==> config.mk <==
export PLATFORM = sky130hd
export DESIGN_NAME = branch_resolve_unit
export DESIGN_NICKNAME = d
export VERILOG_FILES = /design/src/rtl/bru_pkg.sv /design/src/rtl/bru_cond_eval.sv /design/src/rtl/branch_resolve_unit.sv
export SDC_FILE = /design/constraint.sdc
export NUM_CORES = 1
export LEC_CHECK = 0
export CAP_MARGIN = 20
export CELL_PAD_IN_SITES_DETAIL_PLACEMENT = 0
export CELL_PAD_IN_SITES_GLOBAL_PLACEMENT = 1
export CORE_ASPECT_RATIO = 1.5
export CORE_MARGIN = 2
export CORE_UTILIZATION = 37
export DETAILED_ROUTE_END_ITERATION = 8
export PLACE_DENSITY_LB_ADDON = 0.15
export SETUP_SLACK_MARGIN = 0.02
export SYNTH_ARGS = -nofsm -noshare
export SYNTH_HDL_FRONTEND = slang
export SYNTH_HIERARCHICAL = 1
export SYNTH_SLANG_ARGS = --single-unit
==> constraint.sdc <==
create_clock -name clk -period 5.06 [get_ports clk]
set_input_delay 0.759 -clock clk [delete_from_list [all_inputs] [get_ports clk]]
set_output_delay 0.759 -clock clk [all_outputs]
set_load 0.005 [all_outputs]
==> src/rtl/bru_pkg.sv <==
// Shared definitions for the branch resolve unit.
// Holds the condition-code and op encodings, the control state enum,
// the flag bit positions and the reset value of the flag register.
// Optional feature macro used elsewhere: BRU_PERF_CNT_EN (performance counters).
package bru_pkg;

   // Branch condition codes, evaluated against the {l,g,e} flag register
   localparam logic [2:0] COND_NEVER  = 3'b000;
   localparam logic [2:0] COND_EQ     = 3'b001;
   localparam logic [2:0] COND_NE     = 3'b010;
   localparam logic [2:0] COND_LT     = 3'b011;
   localparam logic [2:0] COND_GT     = 3'b100;
   localparam logic [2:0] COND_LE     = 3'b101;
   localparam logic [2:0] COND_GE     = 3'b110;
   localparam logic [2:0] COND_ALWAYS = 3'b111;

   // Operation encoding on in_op
   localparam logic OP_CMP = 1'b0;
   localparam logic OP_BR  = 1'b1;

   // Flag bit indices inside the {l,g,e} vector
   localparam int unsigned FLAG_L = 2;
   localparam int unsigned FLAG_G = 1;
   localparam int unsigned FLAG_E = 0;

   // Flags come out of reset reporting "equal"
   localparam logic [2:0] FLAGS_RESET = 3'b001;

   typedef enum logic [1:0] {
      IDLE = 2'd0,
      EVAL = 2'd1,
      WAIT = 2'd2
   } bru_state_e;

   // A legal comparator result has exactly one of l/g/e set
   function automatic logic is_one_hot3(input logic [2:0] v);
      return (v == 3'b001) || (v == 3'b010) || (v == 3'b100);
   endfunction

endpackage

==> src/rtl/bru_cond_eval.sv <==
// Combinational branch condition evaluator.
// Ports:
//   cond  - 3-bit condition code (see bru_pkg COND_*)
//   flags - {l,g,e} flag register
//   taken - 1 when the condition holds for the given flags
module bru_cond_eval
   import bru_pkg::*;
(
   input  logic [2:0] cond,
   input  logic [2:0] flags,
   output logic       taken
);

   logic l, g, e;

   assign l = flags[FLAG_L];
   assign g = flags[FLAG_G];
   assign e = flags[FLAG_E];

   always_comb begin
      taken = 1'b0;
      unique case (cond)
         COND_NEVER:  taken = 1'b0;
         COND_EQ:     taken = e;
         COND_NE:     taken = ~e;
         COND_LT:     taken = l;
         COND_GT:     taken = g;
         COND_LE:     taken = l | e;
         COND_GE:     taken = g | e;
         COND_ALWAYS: taken = 1'b1;
         default:     taken = 1'b0;
      endcase
   end

endmodule

==> src/rtl/branch_resolve_unit.sv <==
// Branch resolution stage downstream of the 16-bit magnitude comparator.
// CMP ops latch a one-hot {less,greater,equal} result into the flag register
// (non-one-hot results set the sticky flag_err instead). BR ops are evaluated
// one cycle later against the flags; a taken branch raises a redirect that is
// held until fetch accepts it.
// Optional feature: define BRU_PERF_CNT_EN to enable the saturating
// br_cnt / taken_cnt performance counters; otherwise they read as zero.
// Ports:
//   clk, rst                     - clock, async active-high reset
//   in_valid/in_ready            - operation handshake (ready only in IDLE)
//   in_op                        - 0 = CMP, 1 = BR
//   less/greater/equal           - comparator result, sampled on accepted CMP
//   cond, br_target              - branch condition/target, sampled on accepted BR
//   redirect_valid/ready/pc      - PC redirect handshake to fetch
//   br_done, br_taken            - one-cycle resolve pulse and its outcome
//   flags, flag_err              - {l,g,e} flag register, sticky illegal-flag bit
//   taken_cnt, br_cnt            - performance counters
module branch_resolve_unit
   import bru_pkg::*;
#(
   parameter int PC_W  = 16,
   parameter int CNT_W = 16
) (
   input  logic             clk,
   input  logic             rst,
   input  logic             in_valid,
   output logic             in_ready,
   input  logic             in_op,
   input  logic             less,
   input  logic             greater,
   input  logic             equal,
   input  logic [2:0]       cond,
   input  logic [PC_W-1:0]  br_target,
   output logic             redirect_valid,
   input  logic             redirect_ready,
   output logic [PC_W-1:0]  redirect_pc,
   output logic             br_done,
   output logic             br_taken,
   output logic [2:0]       flags,
   output logic             flag_err,
   output logic [CNT_W-1:0] taken_cnt,
   output logic [CNT_W-1:0] br_cnt
);

   bru_state_e      state_q, state_d;
   logic [2:0]      flags_q;
   logic            flag_err_q;
   logic [2:0]      cond_q;
   logic [PC_W-1:0] target_q;
   logic            br_done_q, br_taken_q;
   logic            redirect_valid_q;
   logic [PC_W-1:0] redirect_pc_q;

   logic            accept_cmp, accept_br;
   logic            in_eval;
   logic            taken;
   logic [2:0]      cmp_vec;

   assign in_ready   = (state_q == IDLE);
   assign accept_cmp = in_valid && in_ready && (in_op == OP_CMP);
   assign accept_br  = in_valid && in_ready && (in_op == OP_BR);
   assign in_eval    = (state_q == EVAL);
   assign cmp_vec    = {less, greater, equal};

   // Flags cannot change while a BR is in EVAL, since CMPs are only taken in IDLE
   bru_cond_eval u_cond_eval (
      .cond  (cond_q),
      .flags (flags_q),
      .taken (taken)
   );

   always_comb begin
      state_d = state_q;
      unique case (state_q)
         IDLE:    if (accept_br) state_d = EVAL;
         EVAL:    state_d = taken ? WAIT : IDLE;
         WAIT:    if (redirect_ready) state_d = IDLE;
         default: state_d = IDLE;
      endcase
   end

   always_ff @(posedge clk or posedge rst) begin
      if (rst) begin
         state_q          <= IDLE;
         flags_q          <= FLAGS_RESET;
         flag_err_q       <= 1'b0;
         cond_q           <= COND_NEVER;
         target_q         <= '0;
         br_done_q        <= 1'b0;
         br_taken_q       <= 1'b0;
         redirect_valid_q <= 1'b0;
         redirect_pc_q    <= '0;
      end else begin
         state_q <= state_d;

         if (accept_cmp) begin
            if (is_one_hot3(cmp_vec)) begin
               flags_q <= cmp_vec;
            end else begin
               flag_err_q <= 1'b1;
            end
         end

         if (accept_br) begin
            cond_q   <= cond;
            target_q <= br_target;
         end

         // Resolve outputs are registered: they appear the cycle after EVAL
         br_done_q  <= in_eval;
         br_taken_q <= in_eval && taken;

         if (in_eval && taken) begin
            redirect_valid_q <= 1'b1;
            redirect_pc_q    <= target_q;
         end else if ((state_q == WAIT) && redirect_ready) begin
            redirect_valid_q <= 1'b0;
         end
      end
   end

   assign redirect_valid = redirect_valid_q;
   assign redirect_pc    = redirect_pc_q;
   assign br_done        = br_done_q;
   assign br_taken       = br_taken_q;
   assign flags          = flags_q;
   assign flag_err       = flag_err_q;

`ifdef BRU_PERF_CNT_EN
   logic [CNT_W-1:0] br_cnt_q, taken_cnt_q;

   // Counted on the edge that raises br_done, so they line up with the pulse
   always_ff @(posedge clk or posedge rst) begin
      if (rst) begin
         br_cnt_q    <= '0;
         taken_cnt_q <= '0;
      end else if (in_eval) begin
         if (br_cnt_q != '1) br_cnt_q <= br_cnt_q + 1'b1;
         if (taken && (taken_cnt_q != '1)) taken_cnt_q <= taken_cnt_q + 1'b1;
      end
   end

   assign br_cnt    = br_cnt_q;
   assign taken_cnt = taken_cnt_q;
`else
   assign br_cnt    = '0;
   assign taken_cnt = '0;
`endif

endmodule
==> metrics.cfg, run 1 <==
[run_status]
status=finished, final reports clean

[clock_tree]
clk_transition_reported_paths_ns=0.08
postCtsResizedCells=0
numCtsBuffers=5
cts-hold-fix-buffers=0
cts.path.max_buffers=2
tritoncts=yes
postCtsSetupBuffers=0
cts_sinks=44
cts-root-buf=clkbuf_8
clock_latency_ns=0.29
clock_tree.htree_level_count=2

[worst_setup_path]
cp-end-kind=output pin
critPathArrivalTime_ns=1.42
reg2reg_to=redirect_pc[4]
critPathMaxFanout=7
worst-r2r-setup-slack_ns=3.00
reg2regPathDepth=4
worst_setup_path_start_kind=register
r2r-start=flags[0]
class_of_the_most_critical_setup_path=register to output pin
cp_data_required_time_ns=4.30

[logic_synthesis]
postSynth.asyncResetShare_pct=100
postSynthAreaPerCell_sq_um=13.6
postSynth.topFlopCell=dfrtp_1
ranking_of_synthesized_cells_by_instance_count=dfrtp_1, buf_4, mux2_4
main_area_contributors_after_synthesis=dfrtp_1, mux2_4, buf_4
ys_ff_latch=44
yosysUniqueCellTypes=29
synth_enable_flop_cells=0
synth.cell_area_sq_um=2140
postSynthCellCount=157
synth.most_common_cell=dfrtp_1
synth-warning-count=6
netlist.area_leader.share_pct=50.4
synth_area_leader_cell=dfrtp_1
synth_sequential_area_ratio_pct=51.6

[finish]
finish.utilization_pct=47.7
drive_above_1_share_pct=23.2
design.final.nets=234
areaGrowthSynthToFinish_pct=23.4
n_antenna_cell=0
fill_cells=519

[routing]
detail_route.wirelength_mm=3.96
route.detailed.drc=0
dr.pass1.iters=4
detailroute.via_count=1229
drtIter0Drc=42
wl_per_cell_microns=14.3
routed_vias_inst=4.44
drtAntennaViolNets=0

[sta]
unrepaired_setup_endpoints_after_global_routing=false
fmax_mhz=459
final_worst_path_setup_slack_ns=2.88
total_negative_setup_slack_ns=0
period_minus_slack_ns=2.18
post-route-period-util_pct=43.0
fin_worst_skew_ns=0.00544
timing.final.hold_violations=0
tightestPinTransition_ns=0.888
max-slew-margin-rel_pct=40.7
tightest_hold_margin_ns=0.487
setup_failing_eps_final=0
timing_max_transition_violations_final=0

[worst_hold_path]
timing.hold.worst_endpoint=flag_err
min_delay_path_depth=2
holdCritPathClass=register to register
worstHoldStart=flag_err

[die]
core-area_sq_um=5530
dieHeight_microns=97.1
die_area_sq_um=6410
floorplan.initialDensity_pct=38.6
core.rowCount=33
horizontal_die_dimension_microns=66.1
io-pin-count=83

[global_route]
globalRouteOverflowTotal=0
maximum_number_of_pins_on_one_net_before_global_route_repair=45
grtUsageTotal_pct=13.0
antenna_found_initial=0
wire_length_of_the_first_global_routing_pass_mm=6.31
grt_pass1_vias=1258

[power_and_ir_drop]
power_leakage_nw=1.22
pwr_cell_area_nw_per_um2=481
max-vdd-ir-drop_v=0.000145
post-layout-total-power_mw=1.27

[place]
dp_slack_ns=2.83
globalplace.congestion=0.701
port_buffers=50
place_hpwl_mm=2.86

[run]
maxCapViolations=0

[stage by stage]
stage	std cells	cell area, sq um
3_3_place_gp	270	2560
6_report	277	2640
4_1_cts	277	2640
3_5_place_dp	270	2560
5_1_grt	277	2640
2_1_floorplan	188	2250
[where the power goes]
group / total (mW) / switching, mW / internal (mW)
clock: 0.207 / 0.114 / 0.0934
sequential: 0.588 / 0.0947 / 0.493
combinational: 0.474 / 0.137 / 0.337
total: 1.27 / 0.346 / 0.924
[final cells by class]
class	instances	area (sq um)	share of cell area [%]
clock inverters	2	12.5	0.474
multi-input cells	102	851	32.3
inverters	4	15.0	0.569
well taps	70	87.6	3.32
clock buffers	5	68.8	2.61
flip-flops and latches	44	1100	41.8
repair buffers	50	500	19.0
[critical path: stages (launching register included)]
cell and delay (ns):
dfrtp_1 0.45, nor2_1 0.15, clkdlybuf4s50_1 0.52
[worst max path at each step]
stage,from,cells past startpoint,end
final,state_q[0],2,in_ready
after global routing,state_q[0],2,in_ready
after CTS,state_q[0],2,in_ready
after detailed placement,in_op,3,target_q[5]
after global placement,in_op,3,target_q[14]
after floorplan,flags[0],5,redirect_pc[0]
[sequential cells by signal, indices dropped and copies added (netlist names)]
| register | flops |
|---|---|
| br_done | 1 |
| redirect_pc | 16 |
| flags | 3 |
| redirect_valid | 1 |
| state_q | 2 |
| br_taken | 1 |
| flag_err | 1 |
| cond_q | 3 |
| target_q | 16 |
[placed cells by master (no fill, tap or decap), types with 2 or more instances in the layout]
cell type	n
o21ai_1	3
dfrtp_1	43
nand3_1	2
a21o_1	2
o21ai_0	5
nor2_1	3
conb_1	32
o31ai_1	2
nand2_1	2
clkdlybuf4s50_1	50
clkbuf_8	5
mux2_4	27
a21oi_1	4
mux2_2	8
inv_1	3
mux2i_1	2
[metal layers]
layer,up-vias,routed length [microns],global-route usage [%]
met5,-,0,0
met4,0,68,5.18
met3,4,231,3.24
met2,43,2170,22.9
met1,616,1490,14.5
li1,566,-,-
[cells by family (layout without fill, tap and decap cells)]
group                     Yosys count  after routing  share of synthesized area [%]
and+or+nand+nor                    14             14                           4.63
xor gates and xnor gates            1              1                          0.410
buffers and inverters              42             61                           14.1
muxes                              37             37                           24.1
AOI/OAI and AO/OA                  18             18                           5.03
other                               1             32                          0.175
DFF                                44             44                           51.6
(Power assumes the default switching activity.)
==> inputs of run 2 (changes only) <==
--- a/config.mk
+++ b/config.mk
@@ -10,7 +10,7 @@
 export CELL_PAD_IN_SITES_GLOBAL_PLACEMENT = 1
 export CORE_ASPECT_RATIO = 1.5
 export CORE_MARGIN = 2
-export CORE_UTILIZATION = 37
+export CORE_UTILIZATION = 34
 export DETAILED_ROUTE_END_ITERATION = 8
 export PLACE_DENSITY_LB_ADDON = 0.15
 export SETUP_SLACK_MARGIN = 0.02
==> constraint.sdc (replaced) <==
create_clock -name clk -period 2.2 [get_ports clk]
set_input_delay 0.33 -clock clk [delete_from_list [all_inputs] [get_ports clk]]
set_output_delay 0.33 -clock clk [all_outputs]
set_load 0.005 [all_outputs]
==> metrics.cfg, run 2 (same netlist as run 1, synthesis figures left out) <==
[run_status]
status=finished, final reports clean

[worst_setup_path]
cp-end-kind=register
critPathArrivalTime_ns=2.18  ; +0.76 ns
critPathMaxFanout=18  ; +11
worst-r2r-setup-slack_ns=0.20  ; -2.80 ns
worst_setup_path_start_kind=register
class_of_the_most_critical_setup_path=register to register
cp_data_required_time_ns=2.38  ; -1.92 ns

[global_route]
busiest_layer=met2
antenna_found_initial=0  ; unchanged
grt_pass1_vias=1291  ; +2.6%
grt_use_met2_pct=18.9  ; -4.0 points
gr-usage-met3_pct=4.13  ; +0.89 points
maximum_number_of_pins_on_one_net_before_global_route_repair=45  ; unchanged
grtUsageTotal_pct=12.1  ; -0.83 points
wire_length_of_the_first_global_routing_pass_mm=6.30  ; -0.11%
globalRouteOverflowTotal=0  ; unchanged
met1_capacity_usage_during_global_routing_pct=15.6  ; +1.2 points

[power_and_ir_drop]
power_leakage_nw=1.24  ; +1.6%
max-vdd-ir-drop_v=0.000499  ; +240%
pwr_cell_area_nw_per_um2=1140  ; +140%

[finish]
drive_above_1_share_pct=23.9  ; +0.74 points
fill_cells=587  ; +13%
design.final.nets=235  ; +0.43%
fin_cells=283  ; +2.2%
layout.cells.most_common_list=clkdlybuf4s50_1, dfrtp_1, conb_1
areaGrowthSynthToFinish_pct=25.4
n_antenna_cell=0  ; unchanged
layout.cells.most_common=clkdlybuf4s50_1

[die]
core.rowCount=35  ; +6.1%
dieHeight_microns=101  ; +4.1%
io-pin-count=83  ; unchanged
die_area_sq_um=6950  ; +8.4%
floorplan.initialDensity_pct=34.9  ; -3.8 points
horizontal_die_dimension_microns=68.7  ; +4.1%
core-area_sq_um=6130  ; +11%

[sta]
timing.final.hold_violations=0  ; unchanged
tightestPinTransition_ns=0.548  ; -0.339 ns
unrepaired_setup_endpoints_after_global_routing=false
timing_max_transition_violations_final=0  ; unchanged
fmax_mhz=499
period_minus_slack_ns=2.00
max-slew-margin-rel_pct=63.4  ; +23 points
fin_worst_skew_ns=0.00859  ; +0.00315 ns
total_negative_setup_slack_ns=0  ; unchanged
post-route-period-util_pct=91.1
setup_failing_eps_final=0  ; unchanged

[routing]
detailroute.via_count=1211  ; -1.5%
route.detailed.drc=0  ; unchanged
drtAntennaViolNets=0  ; unchanged
drtIter0Drc=95  ; +130%
detail_route.wirelength_mm=4.02  ; +1.6%
wl_per_cell_microns=14.2  ; -0.56%
dr.pass1.iters=4  ; unchanged
routed_vias_inst=4.28  ; -3.6%

[clock_tree]
cts_sinks=44  ; unchanged
clock_tree.htree_level_count=2  ; unchanged
cts-root-buf=clkbuf_8
cts.path.max_buffers=2  ; unchanged
clk_transition_reported_paths_ns=0.08  ; about the same
tritoncts=yes
clock_latency_ns=0.29  ; about the same
cts-hold-fix-buffers=0  ; unchanged
numCtsBuffers=5  ; unchanged
postCtsResizedCells=0  ; unchanged
postCtsSetupBuffers=0  ; unchanged

[run]
maxCapViolations=0  ; unchanged

[worst_hold_path]
holdCritPathClass=primary input to asynchronous set/reset pin

[place]
globalplace.congestion=0.730  ; +4.2%
port_buffers=50  ; unchanged
post-place-cells=275  ; +1.9%
place_hpwl_mm=2.83  ; -1.1%

-- run 2: changes by cell type in the layout (fill, tap and decap cells not counted), sizes merged --
cell and delta:
bufinv +1, buf +1
-- run 2: routing by layer --
layer	wire (microns)	part of all wire, %
met4	31	0.77
met2	1990	50
met1	1720	43
met5	0	0
met3	276	6.9
-- run 2: worst paths after layout --
path,start,end,cells past startpoint
worst max register to register,flags[0],redirect_pc[3],4
worst max-delay path,flags[0],redirect_pc[3],4
worst min-delay path,rst,target_q[1],3
max in group asynchronous,rst,flags[0],3
min in group clk,flag_err,flag_err,2
worst min register to register,flag_err,flag_err,2
-- run 2: final cells by class --
cell class | instances | area (sq um) | area share [%]
Sequential cell | 44 | 1100 | 41.1
Multi-Input combinational cell | 102 | 851 | 31.7
Timing Repair Buffer | 51 | 508 | 19.0
Tap cell | 74 | 92.6 | 3.45
Clock buffer | 5 | 68.8 | 2.57
Clock inverter | 3 | 42.5 | 1.59
Inverter | 4 | 15.0 | 0.560
-- run 2: metrics by stage --
| stage | utilization, % | hold WS, ns | area, sq um | setup slack (ns) | power (mW) |
|---|---|---|---|---|---|
| final | 43.7 | 0.485 | 2680 | 0.197 | 3.04 |
| after floorplan | - | 0.437 | 2250 | 0.308 | 1.98 |
| after global routing | 43.7 | 0.513 | 2680 | 0.107 | 3.25 |
| after global placement | 41.9 | 0.460 | 2570 | 0.227 | 2.44 |
| after CTS | 43.7 | 0.494 | 2680 | 0.177 | 3.10 |
| after detailed placement | 41.9 | 0.474 | 2570 | 0.192 | 2.47 |
-- run 2: worst max-delay path, stage by stage (launching register included) --
cell and delay, ns:
dfstp_2 0.59, o21ai_0 0.09, a222oi_1 0.53, nand2_4 0.31, mux2_4 0.37
-- run 2: power breakdown --
part / switching (mW) / internal [mW]
clock: 0.268 / 0.336
combinational: 0.314 / 0.777
sequential: 0.213 / 1.13
total: 0.795 / 2.25
==> inputs of run 3 (changes only) <==
==> constraint.sdc (replaced) <==
create_clock -name clk -period 2.2 [get_ports clk]
set_input_delay 0.33 -clock clk [delete_from_list [all_inputs] [get_ports clk]]
set_output_delay 0.33 -clock clk [all_outputs]
set_load 0.01 [all_outputs]
==> results of run 3 <==
Same layout as run 2 (identical final DEF). Status: finished, final reports clean.
Main changes from that run: total power 3.04 mW -> 3.13 mW; worst IR drop on VDD 0.000499 V -> 0.000517 V
==> variant 1: new RTL, settings of run 2 <==
Add an input register stage for `br_target`, with the module's reset; this delays it by one clock. The other inputs are not delayed to match.
--- a/src/rtl/branch_resolve_unit.sv
+++ b/src/rtl/branch_resolve_unit.sv
@@ -43,2 +43,12 @@
 );
+
+   logic [PC_W-1:0] br_target_q;
+
+   always_ff @(posedge clk or posedge rst) begin
+      if (rst) begin
+         br_target_q <= '0;
+      end else begin
+         br_target_q <= br_target;
+      end
+   end
 
@@ -105,3 +115,3 @@
             cond_q   <= cond;
-            target_q <= br_target;
+            target_q <= br_target_q;
          end
Function: changed (a bounded check fails within 4 cycles, from zero or initial values and one cycle with rst high).
==> variant 1 against run 2 <==
  * Synthesized area is 19% higher
  * Routed wire length is 5.7% higher
  * Total power is 18% higher
  * Sequential cell count is 16 higher
  * Utilization is 0.43 points higher
  * Design area is 19% higher
  * Count of clock-buffer cells in the layout is 6 higher
  * Setup slack better by 0.0096 ns
  * Critical path type unchanged
==> variant 1: results (changes against run 2) <==
* Status: finished clean
* Final wirelength at 4250 µm (+5.7%)
* Initial antenna violation count at 0 (unchanged)
* Clk_skew at 0.00878 ns (+0.000195 ns)
* Avg Inst Size Synth at 14.6 µm² (+7.2%)
* Seq/Total Area, Yosys at 0.592 (+0.0761)
* GR Util met1 at 0.153 (-0.00315)
* Crit path DAT at 2.20 ns (+0.02 ns)
* Worst-skew pair later-pin latency at 0.33 ns (+0.04 ns)
* Antenna diodes at 0 (unchanged)
* Nets@finish at 257 (+9.4%)
* Top Metal Used: met4
* CTS Buf Count at 9 (+4)
* Hold_ws at 0.303 ns (-0.181 ns)
* Worst path max stage delay at 0.58 ns
* Layout cells sized above 1 at 0.247 (+0.00757)
* Worst flop-to-flop path endpoint: redirect_pc[10]
* RD Place Congestion at 0.720 (-1.4%)
* Iteration-0 DRC Markers at 64 (-33%)
* Leading post-synthesis cells by cell area: dfrtp_1 (58%), mux2_4 (16%), buf_4 (9.5%)
* Post_cts resized at 0 (unchanged)
* Critical path origin: flags[0]
* Pre-CTS setup slack at 0.170 ns (-0.0226 ns)
* Leakage at 0.00148 µW (+19%)
* Number of global-route vias before repair at 1319 (+2.2%)
* Via/cell ratio at 4.07 (-5.0%)
* Dpl cells at 319 (+16%)
* Post-DP HPWL at 2860 µm (+1.2%)
* GRT Total Usage at 0.112 (-0.00908)
* Worst-case reg-to-reg path depth at 4 (unchanged)
* Placed Instance Area at 3020 µm² (+18%)
* Met3 Resource Use GR at 0.0376 (-0.00376)
* VDD IR max at 0.567 mV (+14%)
* Htree depth at 3 (+1)
* Top cells by count, synth: dfrtp_1 (59), buf_4 (32), mux2_4 (27)
* Yosys warns at 6 (unchanged)
* Min cycle time layout at 1.99 ns (-0.00960 ns)
* Largest net degree at the start of global routing at 45 (unchanged)
* CP Max Fanout at 18 (unchanged)
* Met2 WL post-DR at 2010 µm (+0.85%)
* Avg WL per Cell at 12.7 µm (-11%)
* IO buf count at 50 (unchanged)
* Wire length on met1 at 1950 µm (+13%)
* Pre-antenna DRT Iters at 2 (-2)
* Min-Delay Path Class: primary input to asynchronous set/reset pin
* Wire length on met3 at 214 µm (-22%)
* First-pass GRT wire length at 6600 µm (+4.8%)
* GRT met2 Usage at 0.155 (-0.0338)
* R2r setup slk at 0.21 ns
* Sw power at 944 µW (+19%)
* Worst Tran Pin Value at 0.523 ns (-0.0257 ns)
* CP Class: register to register
## variant 1: layout make-up
cell class | count | area [µm²]
Clock buffer | 11 | 141
Clock inverter | 5 | 27.5
Fill cell | 696 | 4040
Inverter | 4 | 15.0
Multi-Input combinational cell | 103 | 851
Sequential cell | 60 | 1500
Tap cell | 100 | 125
Timing Repair Buffer | 52 | 528
## variant 1: kinds of logic (layout without fill, tap and decap cells)
logic type | after synthesis | count (layout) | synth area share
DFF | 60 | 60 | 0.592
buffers and inverters | 42 | 72 | 0.119
muxes | 37 | 37 | 0.203
AOI/OAI and AO/OA | 17 | 17 | 0.0404
and+or+nand+nor | 16 | 16 | 0.0409
other | 1 | 32 | 0.00148
xor gates and xnor gates | 1 | 1 | 0.00345
## variant 1: power groups by stage
stage / logic (µW) / clock network [µW] / registers (µW)
finish: 1090 / 834 / 1670
global route: 1190 / 924 / 1720
floorplan: 660 / 0 / 1640
CTS: 1110 / 874 / 1680
global placement: 1090 / 0 / 1690
detailed placement: 1110 / 0 / 1690
==> variant 2: new RTL, settings of run 2 <==
Made on the original files. Set the parameter `PC_W` to 32 (it was 16).
--- a/src/rtl/branch_resolve_unit.sv
+++ b/src/rtl/branch_resolve_unit.sv
@@ -20,3 +20,3 @@
 #(
-   parameter int PC_W  = 16,
+   parameter int PC_W  = 32,
    parameter int CNT_W = 16
Interface: changed (resized br_target and redirect_pc); port bits go from 83 to 115. No check against the original RTL was run, so the function may have changed too.
==> variant 2 against run 2 <==
  * Worst hold slack worse by 0.022 ns
  * Setup slack improved by 0.076 ns
  * Routed wire length rose by 53%
  * Global-route usage grew 0.18 points
  * Final cell count rose by 52%
  * Sequential cell count rose by 32
  * Count of clock-buffer cells in the layout increased by 6
  * Total power is 86% higher
  * Synthesized area rose by 58%
  * Design area is 67% higher
  * Synthesized cell count rose by 42%
  * Utilization increased by 2.4 points
  * Largest cell class unchanged
  * First-iteration DRC count decreased by 42%
==> variant 2: results (changes against run 2) <==
* Status: finished clean
* Largest net degree at the start of global routing at 77 (+71%)
* Final wirelength at 6160 µm (+53%)
* Nets@finish at 353 (+50%)
* CTS root buf: clkbuf_16
* Fillers at 867 (+48%)
* First-pass GRT wire length at 10000 µm (+59%)
* Number of global-route vias before repair at 1952 (+51%)
* Max-slew headroom at 0.658 (+0.0231)
* Post-Layout Cell Count at 429 (+52%)
* Hold_ws at 0.463 ns (-0.0218 ns)
* Total number of vias at 1906 (+57%)
* Crit path DAT at 2.14 ns (-0.04 ns)
* Worst-case reg-to-reg path depth at 5 (+1)
* Dpl cells at 414 (+51%)
* Pre-antenna DRT Iters at 4 (unchanged)
* CP Max Fanout at 28 (+10)
* Worst-skew pair later-pin latency at 0.33 ns (+0.04 ns)
* Synth cell types at 28 (-3.4%)
* Worst path max stage delay at 0.57 ns (-0.02 ns)
* Post-DP HPWL at 4080 µm (+44%)
* IO buf count at 82 (+64%)
* RD Place Congestion at 0.727 (-0.51%)
* CP delay by family, top: flip-flops
* CTS Buf Count at 9 (+4)
* Top cells by count, synth: dfrtp_1 (75), mux2_2 (38), buf_4 (32)
* R2r setup slk at 0.27 ns (+0.08 ns)
* Layout cells sized above 1 at 0.293 (+0.0538)
* Placed Instance Area at 4150 µm² (+62%)
* Iteration-0 DRC Markers at 55 (-42%)
* Min cycle time layout at 1.93 ns (-0.0759 ns)
* Min-Delay Path Class: primary input to asynchronous set/reset pin
* Seq/Total Area, Yosys at 0.565 (+0.0490)
* Leakage at 0.00199 µW (+61%)
* GRT Total Usage at 0.123 (+0.00181)
* Worst flop-to-flop path endpoint: redirect_pc[11]
* Leading post-synthesis cells by cell area: dfrtp_1 (56%), mux2_4 (13%), mux2_2 (13%)
* Htree depth at 3 (+1)
* Avg Inst Size Synth at 15.1 µm² (+11%)
* Pre-CTS setup slack at 0.270 ns (+0.0778 ns)
* VDD IR max at 0.585 mV (+17%)
* Initial antenna violation count at 0 (unchanged)
* Clock slew at reported path FFs at 0.06 ns (-0.02 ns)
* Clk_skew at 0.00499 ns (-0.00359 ns)
variant 2: changes by cell type in the layout (fill, tap and decap cells not counted), moves of 3 or more:
cell             delta
clkbuf_16           +9
o21ai_1             -3
clkdlybuf4s50_1    +32
clkbuf_8            -4
mux2_2             +30
dfrtp_1            +32
variant 2: final cells by class:
cell class | count | area (µm²) | share of cell area
flip-flops and latches | 76 | 1900 | 0.426
multi-input cells | 133 | 1210 | 0.271
repair buffers | 86 | 876 | 0.196
clock buffers | 11 | 243 | 0.0543
well taps | 115 | 144 | 0.0322
clock inverters | 4 | 73.8 | 0.0165
inverters | 4 | 18.8 | 0.00420
variant 2: kinds of logic (layout without fill, tap and decap cells):
kind of cell,after synthesis,in the layout,share of synthesized area
other,1,32,0.00111
and+or+nand+nor,13,13,0.0241
buffers and inverters,45,105,0.111
AOI/OAI and AO/OA,18,18,0.0338
DFF,76,76,0.565
xor gates and xnor gates,1,1,0.00260
muxes,69,69,0.262
variant 2: worst max-delay path by stage:
stage,start,end,cells after the start
finish,flags[0],redirect_pc[11],5
CTS,flags[0],redirect_pc[20],5
floorplan,flags[0],redirect_pc[0],5
detailed placement,flags[0],redirect_pc[13],5
global placement,flags[0],redirect_pc[14],5
global route,flags[0],redirect_pc[6],5
variant 2: routing by layer:
| metal | up-vias | track usage | wire [µm] |
|---|---|---|---|
| met4 | 0 | 0.0756 | 161 |
| met3 | 9 | 0.0275 | 324 |
| met5 | - | 0 | 0 |
| met2 | 76 | 0.186 | 3000 |
| met1 | 945 | 0.160 | 2680 |
| li1 | 876 | - | - |
variant 2: where the power goes:
group / switching, µW / leakage, µW / internal, µW
Sequential: 340 / 0.000891 / 1990
Combinational: 495 / 0.000945 / 1280
Clock: 544 / 0.000156 / 1020
